### config.mk
export PLATFORM = sky130hd
export DESIGN_NAME = adder_mp_sequencer
export DESIGN_NICKNAME = d
export VERILOG_FILES = /design/src/rtl/adder_mp_sequencer.sv
export SDC_FILE = /design/constraint.sdc
export NUM_CORES = 1
export LEC_CHECK = 0
export CORE_UTILIZATION = 54
export CTS_CLUSTER_SIZE = 30
export DETAILED_ROUTE_END_ITERATION = 10
export PLACE_DENSITY = 0.9
export SKIP_CTS_REPAIR_TIMING = 1
export SYNTH_ARGS = -nofsm -noshare
export SYNTH_HDL_FRONTEND = slang
export SYNTH_SLANG_ARGS = --single-unit
export TNS_END_PERCENT = 5
### constraint.sdc
create_clock -name iClk -period 11.6 [get_ports iClk]
set_input_delay 2.32 -clock iClk [delete_from_list [all_inputs] [get_ports iClk]]
set_output_delay 2.32 -clock iClk [all_outputs]
set_load 0.03 [all_outputs]
### src/rtl/adder_mp_sequencer.sv
// Streaming multi-precision add/subtract sequencer: chains the carry across 128-bit words, LS word first.
// Optional signed-overflow output oOvf when ADDER_SEQ_OVF_EN is defined.

module adder_128bit #(
  parameter int unsigned WIDTH = 128
) (
  input  logic [WIDTH-1:0] iA,
  input  logic [WIDTH-1:0] iB,
  input  logic             iC,
  output logic [WIDTH-1:0] oSum,
  output logic             oC
);
  assign {oC, oSum} = {1'b0, iA} + {1'b0, iB} + (WIDTH+1)'(iC);
endmodule

module adder_mp_sequencer #(
  parameter int unsigned ADDER_WIDTH = 128,
  parameter int unsigned MAX_WORDS   = 16
) (
  input  logic                   iClk,
  input  logic                   iRst_n,
  input  logic                   iValid,
  output logic                   oReady,
  input  logic [ADDER_WIDTH-1:0] iA,
  input  logic [ADDER_WIDTH-1:0] iB,
  input  logic                   iC,
  input  logic                   iSub,
  input  logic                   iFirst,
  input  logic                   iLast,
  output logic                   oValid,
  input  logic                   iReady,
  output logic [ADDER_WIDTH-1:0] oSum,
  output logic                   oLast,
  output logic                   oC,
  output logic                   oErr
`ifdef ADDER_SEQ_OVF_EN
  ,
  output logic                   oOvf
`endif
);
  localparam int unsigned CNT_W = $clog2(MAX_WORDS + 1);

  typedef enum logic {IDLE, BUSY} state_t;

  state_t                 state_q, state_d;
  logic                   carry_q, carry_d;
  logic                   mode_q, mode_d;
  logic [CNT_W-1:0]       cnt_q, cnt_d;
  logic                   valid_q, valid_d;
  logic [ADDER_WIDTH-1:0] sum_q, sum_d;
  logic                   last_q, last_d;
  logic                   c_q, c_d;
  logic                   err_q, err_d;

  logic                   accept, first_beat, sub_eff, cin, cout, len_err;
  logic [ADDER_WIDTH-1:0] b_eff, sum;
  logic [CNT_W:0]         cnt_next;

  // Any beat seen in IDLE starts a new operand; iFirst in BUSY restarts one.
  assign oReady     = !valid_q || iReady;
  assign accept     = iValid && oReady;
  assign first_beat = (state_q == IDLE) || iFirst;
  assign sub_eff    = first_beat ? iSub : mode_q;
  assign b_eff      = sub_eff ? ~iB : iB;
  assign cin        = first_beat ? (iSub | iC) : carry_q;
  assign cnt_next   = first_beat ? (CNT_W+1)'(1) : {1'b0, cnt_q} + (CNT_W+1)'(1);
  assign len_err    = accept && !iLast && (cnt_next > (CNT_W+1)'(MAX_WORDS));

  adder_128bit #(.WIDTH(ADDER_WIDTH)) u_adder (
    .iA  (iA),
    .iB  (b_eff),
    .iC  (cin),
    .oSum(sum),
    .oC  (cout)
  );

  always_ff @(posedge iClk or negedge iRst_n) begin
    if (!iRst_n) state_q <= IDLE;
    else         state_q <= state_d;
  end

  always_comb begin
    state_d = state_q;
    if (accept) state_d = (iLast || len_err) ? IDLE : BUSY;
  end

`ifdef ADDER_SEQ_OVF_EN
  logic ovf_q, ovf_d, msb_cin;
  assign msb_cin = iA[ADDER_WIDTH-1] ^ b_eff[ADDER_WIDTH-1] ^ sum[ADDER_WIDTH-1];
`endif

  always_comb begin
    carry_d = carry_q;
    mode_d  = mode_q;
    cnt_d   = cnt_q;
    valid_d = valid_q;
    sum_d   = sum_q;
    last_d  = last_q;
    c_d     = c_q;
    err_d   = err_q;
`ifdef ADDER_SEQ_OVF_EN
    ovf_d   = ovf_q;
`endif
    if (accept) begin
      carry_d = cout;
      mode_d  = sub_eff;
      cnt_d   = len_err ? '0 : cnt_next[CNT_W-1:0];
      valid_d = 1'b1;
      sum_d   = sum;
      last_d  = iLast || len_err;
      c_d     = iLast & cout;
      err_d   = len_err;
`ifdef ADDER_SEQ_OVF_EN
      ovf_d   = iLast & (msb_cin ^ cout);
`endif
    end else if (iReady) begin
      valid_d = 1'b0;
    end
  end

  always_ff @(posedge iClk or negedge iRst_n) begin
    if (!iRst_n) begin
      carry_q <= 1'b0;
      mode_q  <= 1'b0;
      cnt_q   <= '0;
      valid_q <= 1'b0;
      sum_q   <= '0;
      last_q  <= 1'b0;
      c_q     <= 1'b0;
      err_q   <= 1'b0;
`ifdef ADDER_SEQ_OVF_EN
      ovf_q   <= 1'b0;
`endif
    end else begin
      carry_q <= carry_d;
      mode_q  <= mode_d;
      cnt_q   <= cnt_d;
      valid_q <= valid_d;
      sum_q   <= sum_d;
      last_q  <= last_d;
      c_q     <= c_d;
      err_q   <= err_d;
`ifdef ADDER_SEQ_OVF_EN
      ovf_q   <= ovf_d;
`endif
    end
  end

  assign oValid = valid_q;
  assign oSum   = sum_q;
  assign oLast  = last_q;
  assign oC     = c_q;
  assign oErr   = err_q;
`ifdef ADDER_SEQ_OVF_EN
  assign oOvf   = ovf_q;
`endif

endmodule

==> impl_metrics.py <==
metrics = {
    "run_status": {
        "outcome": "finished, final reports clean",
    },
    "floorplan": {
        "fp.coreArea_um2": 26800,
        "std_cell_rows": 60,
        "die_x_um": 166.9,
        "die_area_um2": 27870,
        "die_h_um": 166.9,
        "initial_core_util_pct": 54.81,
        "pin_count": 397,
    },
    "critical_path": {
        "path_cells": "clkdlybuf4s50_1 -> nor2b_1 -> mux2i_4 -> buf_12 -> xnor2_1 -> ha_1 -> nand4_1 -> nor4_1 -> a21oi_1 -> o221ai_2 -> a211o_1 -> nand3_1 -> o21ai_1 -> xnor2_1 -> o21ai_0",
        "cp_common_cell": "xnor2_1",
        "end_kind": "flip-flop",
        "slowest_stage": "nor4_1",
        "startpoint": "iFirst",
        "cp.buffers_inverters": 2,
        "slowest_delay_ns": 0.72,
        "reg2reg_depth": 14,
        "critPathKind": "input pin to flip-flop",
        "rrSetupSlack_ns": 6.03,
        "critPathArrivalTime_ns": 7.77,
        "cp_top_family": "simple AND/OR/NAND/NOR gates",
        "crit_path_end": "oSum[123]$_DFFE_PN0P_",
        "critPathMaxFanout": 129,
        "path_depth": 15,
        "r2r_start": "state_q$_DFFE_PN0P_",
        "cp-start-kind": "input pin",
        "cp_data_required_time_ns": 11.89,
        "reg2reg_to": "oSum[123]$_DFFE_PN0P_",
    },
    "layout": {
        "syn_to_final_growth_pct": 31.92,
        "drive_gt1_share_pct": 3.363,
        "stdcell_area_um2": 19380,
        "nets": 2641,
    },
    "pwr": {
        "power_leakage_nw": 7.998,
        "p_sw_mw": 1.810,
        "swShare_pct": 47.98,
        "power_frac_clock_pct": 16.1,
        "vdd_drop_max_mv": 0.1211,
        "intPower_mw": 1.962,
        "power.share.combinational_pct": 62.9,
        "p_per_area_nw_per_um2": 194.7,
        "power_frac_seq_pct": 21.0,
    },
    "synth": {
        "seq_area_frac_synth_pct": 23.85,
        "ys.flop_type": "dfrtp_1",
        "netlist_top_cells_count": "nand2_1, o21ai_0, xnor2_1",
        "synth_most_common_cell": "nand2_1",
        "synthesis.nets": 2326,
        "synth_top_area_share_pct": 23.85,
        "syn_avg_cell_area_um2": 7.603,
        "synth_top_area_cell": "dfrtp_1",
        "synth_cell_type_count": 77,
        "synth_cells": 1932,
        "synth_area_um2": 14690,
        "yosys-top-cells-area": "dfrtp_1, xnor2_1, ha_1",
        "yosysWarnings": 0,
        "synthArstFlopShare_pct": 100.0,
        "ys_seq_elements": 140,
        "synth_edf_count": 0,
    },
    "sta": {
        "fin_crit_ns": 7.480,
        "grt_setup_unrepaired": "no",
        "setup_viol": 0,
        "finalSetupTns_ns": 0,
        "hold_viol_final": 0,
        "slew_headroom_pct": 25.65,
        "fin_crit_sh_pct": 64.48,
        "clock_skew_ns": 0.01720,
        "fmax_mhz": 133.7,
        "drv_slew": 0,
        "tightestPinTransition_ns": 1.115,
    },
    "clock_network": {
        "cts.sinks": 140,
        "numCtsBuffers": 17,
        "htreeDepth": 4,
        "tritoncts": "done",
        "clk_path_buf_depth": 2,
        "clkTransAtPathRegs_ns": 0.07,
        "clock_latency_ns": 0.45,
        "root_buffer": "clkbuf_16",
    },
    "placed_design": {
        "port-buffer-count": 396,
        "routabilityCongestion": 1.007,
        "dp_hpwl_um": 42260,
        "placed_area_um2": 18740,
    },
    "route": {
        "first_pass_iters": 7,
        "drc": 0,
        "vias": 16120,
        "wl_per_cell_um": 20.45,
        "drt-initial-drc-count": 1451,
        "viasPerCell": 6.183,
        "final_antenna_net_count": 0,
        "totalWireLength_um": 53330,
    },
    "run": {
        "cap_violations": 0,
    },
    "global_route": {
        "gr-total-overflow": 0,
        "grt_pass1_vias": 15250,
        "grt_usage_pct": 37.71,
        "antenna_found_initial": 8,
        "grt_pass1_wl_um": 83480,
        "grt_start_max_net_pins": 130,
    },
    "hold_path": {
        "hold_path.class": "flip-flop to flip-flop",
    },
}
[kinds of logic (layout without fill, tap and decap cells)]
family | Yosys count | after routing | share of synthesized area (%)
compound gates | 666 | 666 | 27.49
simple gates | 597 | 597 | 18.44
xor+xnor | 247 | 247 | 14.73
buf+inv | 145 | 473 | 3.808
flops | 140 | 140 | 23.85
fa+ha+maj | 130 | 130 | 11.18
mux | 7 | 7 | 0.5111
other cells | 0 | 7 | 0
[flip-flops by register name, indices dropped and copies added (netlist names)]
register / flops
oLast: 1
mode_q: 1
carry_q: 1
cnt_q: 5
state_q: 1
oSum: 128
oValid: 1
oC: 1
oErr: 1
[cells in the final DEF (no fill, tap or decap), types with 29 or more instances in the layout]
master	count
ha_1	128
nand4_1	60
o21bai_1	38
dfrtp_1	140
a21o_1	64
nor2_1	106
nor3_1	30
xnor2_1	199
inv_1	41
nand2_1	286
o21ai_0	211
clkdlybuf4s50_1	395
o21ai_1	29
a21oi_1	188
xor2_1	48
[power by group through the flow]
stage	Combinational, mW	Clock [mW]	Sequential [mW]
after floorplan	1.13	0	1.13
after global placement	2.29	0	0.792
after detailed placement	2.32	0	0.794
after CTS	2.34	0.610	0.789
after global routing	2.53	0.629	0.810
final	2.37	0.609	0.792
[final cells by class]
type	count	area, um^2
Antenna cell	7	17.52
Clock buffer	18	439.2
Clock inverter	14	182.7
Fill cell	2128	7423
Inverter	41	153.9
Multi-Input combinational cell	1647	10650
Sequential cell	140	3503
Tap cell	341	426.7
Timing Repair Buffer	400	4008
[worst min-delay path by stage]
stage | startpoint | to | slack, ns | cells past startpoint
after floorplan | mode_q$_DFFE_PN0P_ | mode_q$_DFFE_PN0P_ | 0.45 | 2
after global placement | oSum[99]$_DFFE_PN0P_ | oSum[99]$_DFFE_PN0P_ | 0.45 | 2
after detailed placement | oSum[99]$_DFFE_PN0P_ | oSum[99]$_DFFE_PN0P_ | 0.46 | 2
after CTS | oSum[99]$_DFFE_PN0P_ | oSum[99]$_DFFE_PN0P_ | 0.47 | 2
after global routing | oSum[76]$_DFFE_PN0P_ | oSum[76]$_DFFE_PN0P_ | 0.51 | 2
final | oSum[99]$_DFFE_PN0P_ | oSum[99]$_DFFE_PN0P_ | 0.47 | 2
[per-stage QoR]
step	total power, mW	std cells	util (%)	hold WS [ns]	setup slack [ns]
floorplan	2.258	1932	-	0.4496	4.877
global placement	3.083	2569	69.92	0.4539	3.990
detailed placement	3.119	2569	69.92	0.4589	3.766
CTS	3.736	2601	72.24	0.4732	4.204
global route	3.969	2608	72.30	0.5055	3.736
finish	3.772	2608	72.30	0.4681	4.120
[tightest hold or removal path: stages, from the launching register on]
cell	delay [ns]
dfrtp_1	0.34
nand2_1	0.05
nand2_1	0.05
[metal layers]
layer | vias up | track usage (%) | routed length (um)
met4 | 2 | 16.67 | 2195
met5 | - | 0 | 12
li1 | 7528 | - | -
met2 | 861 | 61.87 | 24720
met1 | 7588 | 49.17 | 22190
met3 | 145 | 5.561 | 4209
Power figures use the tool's default switching activity.
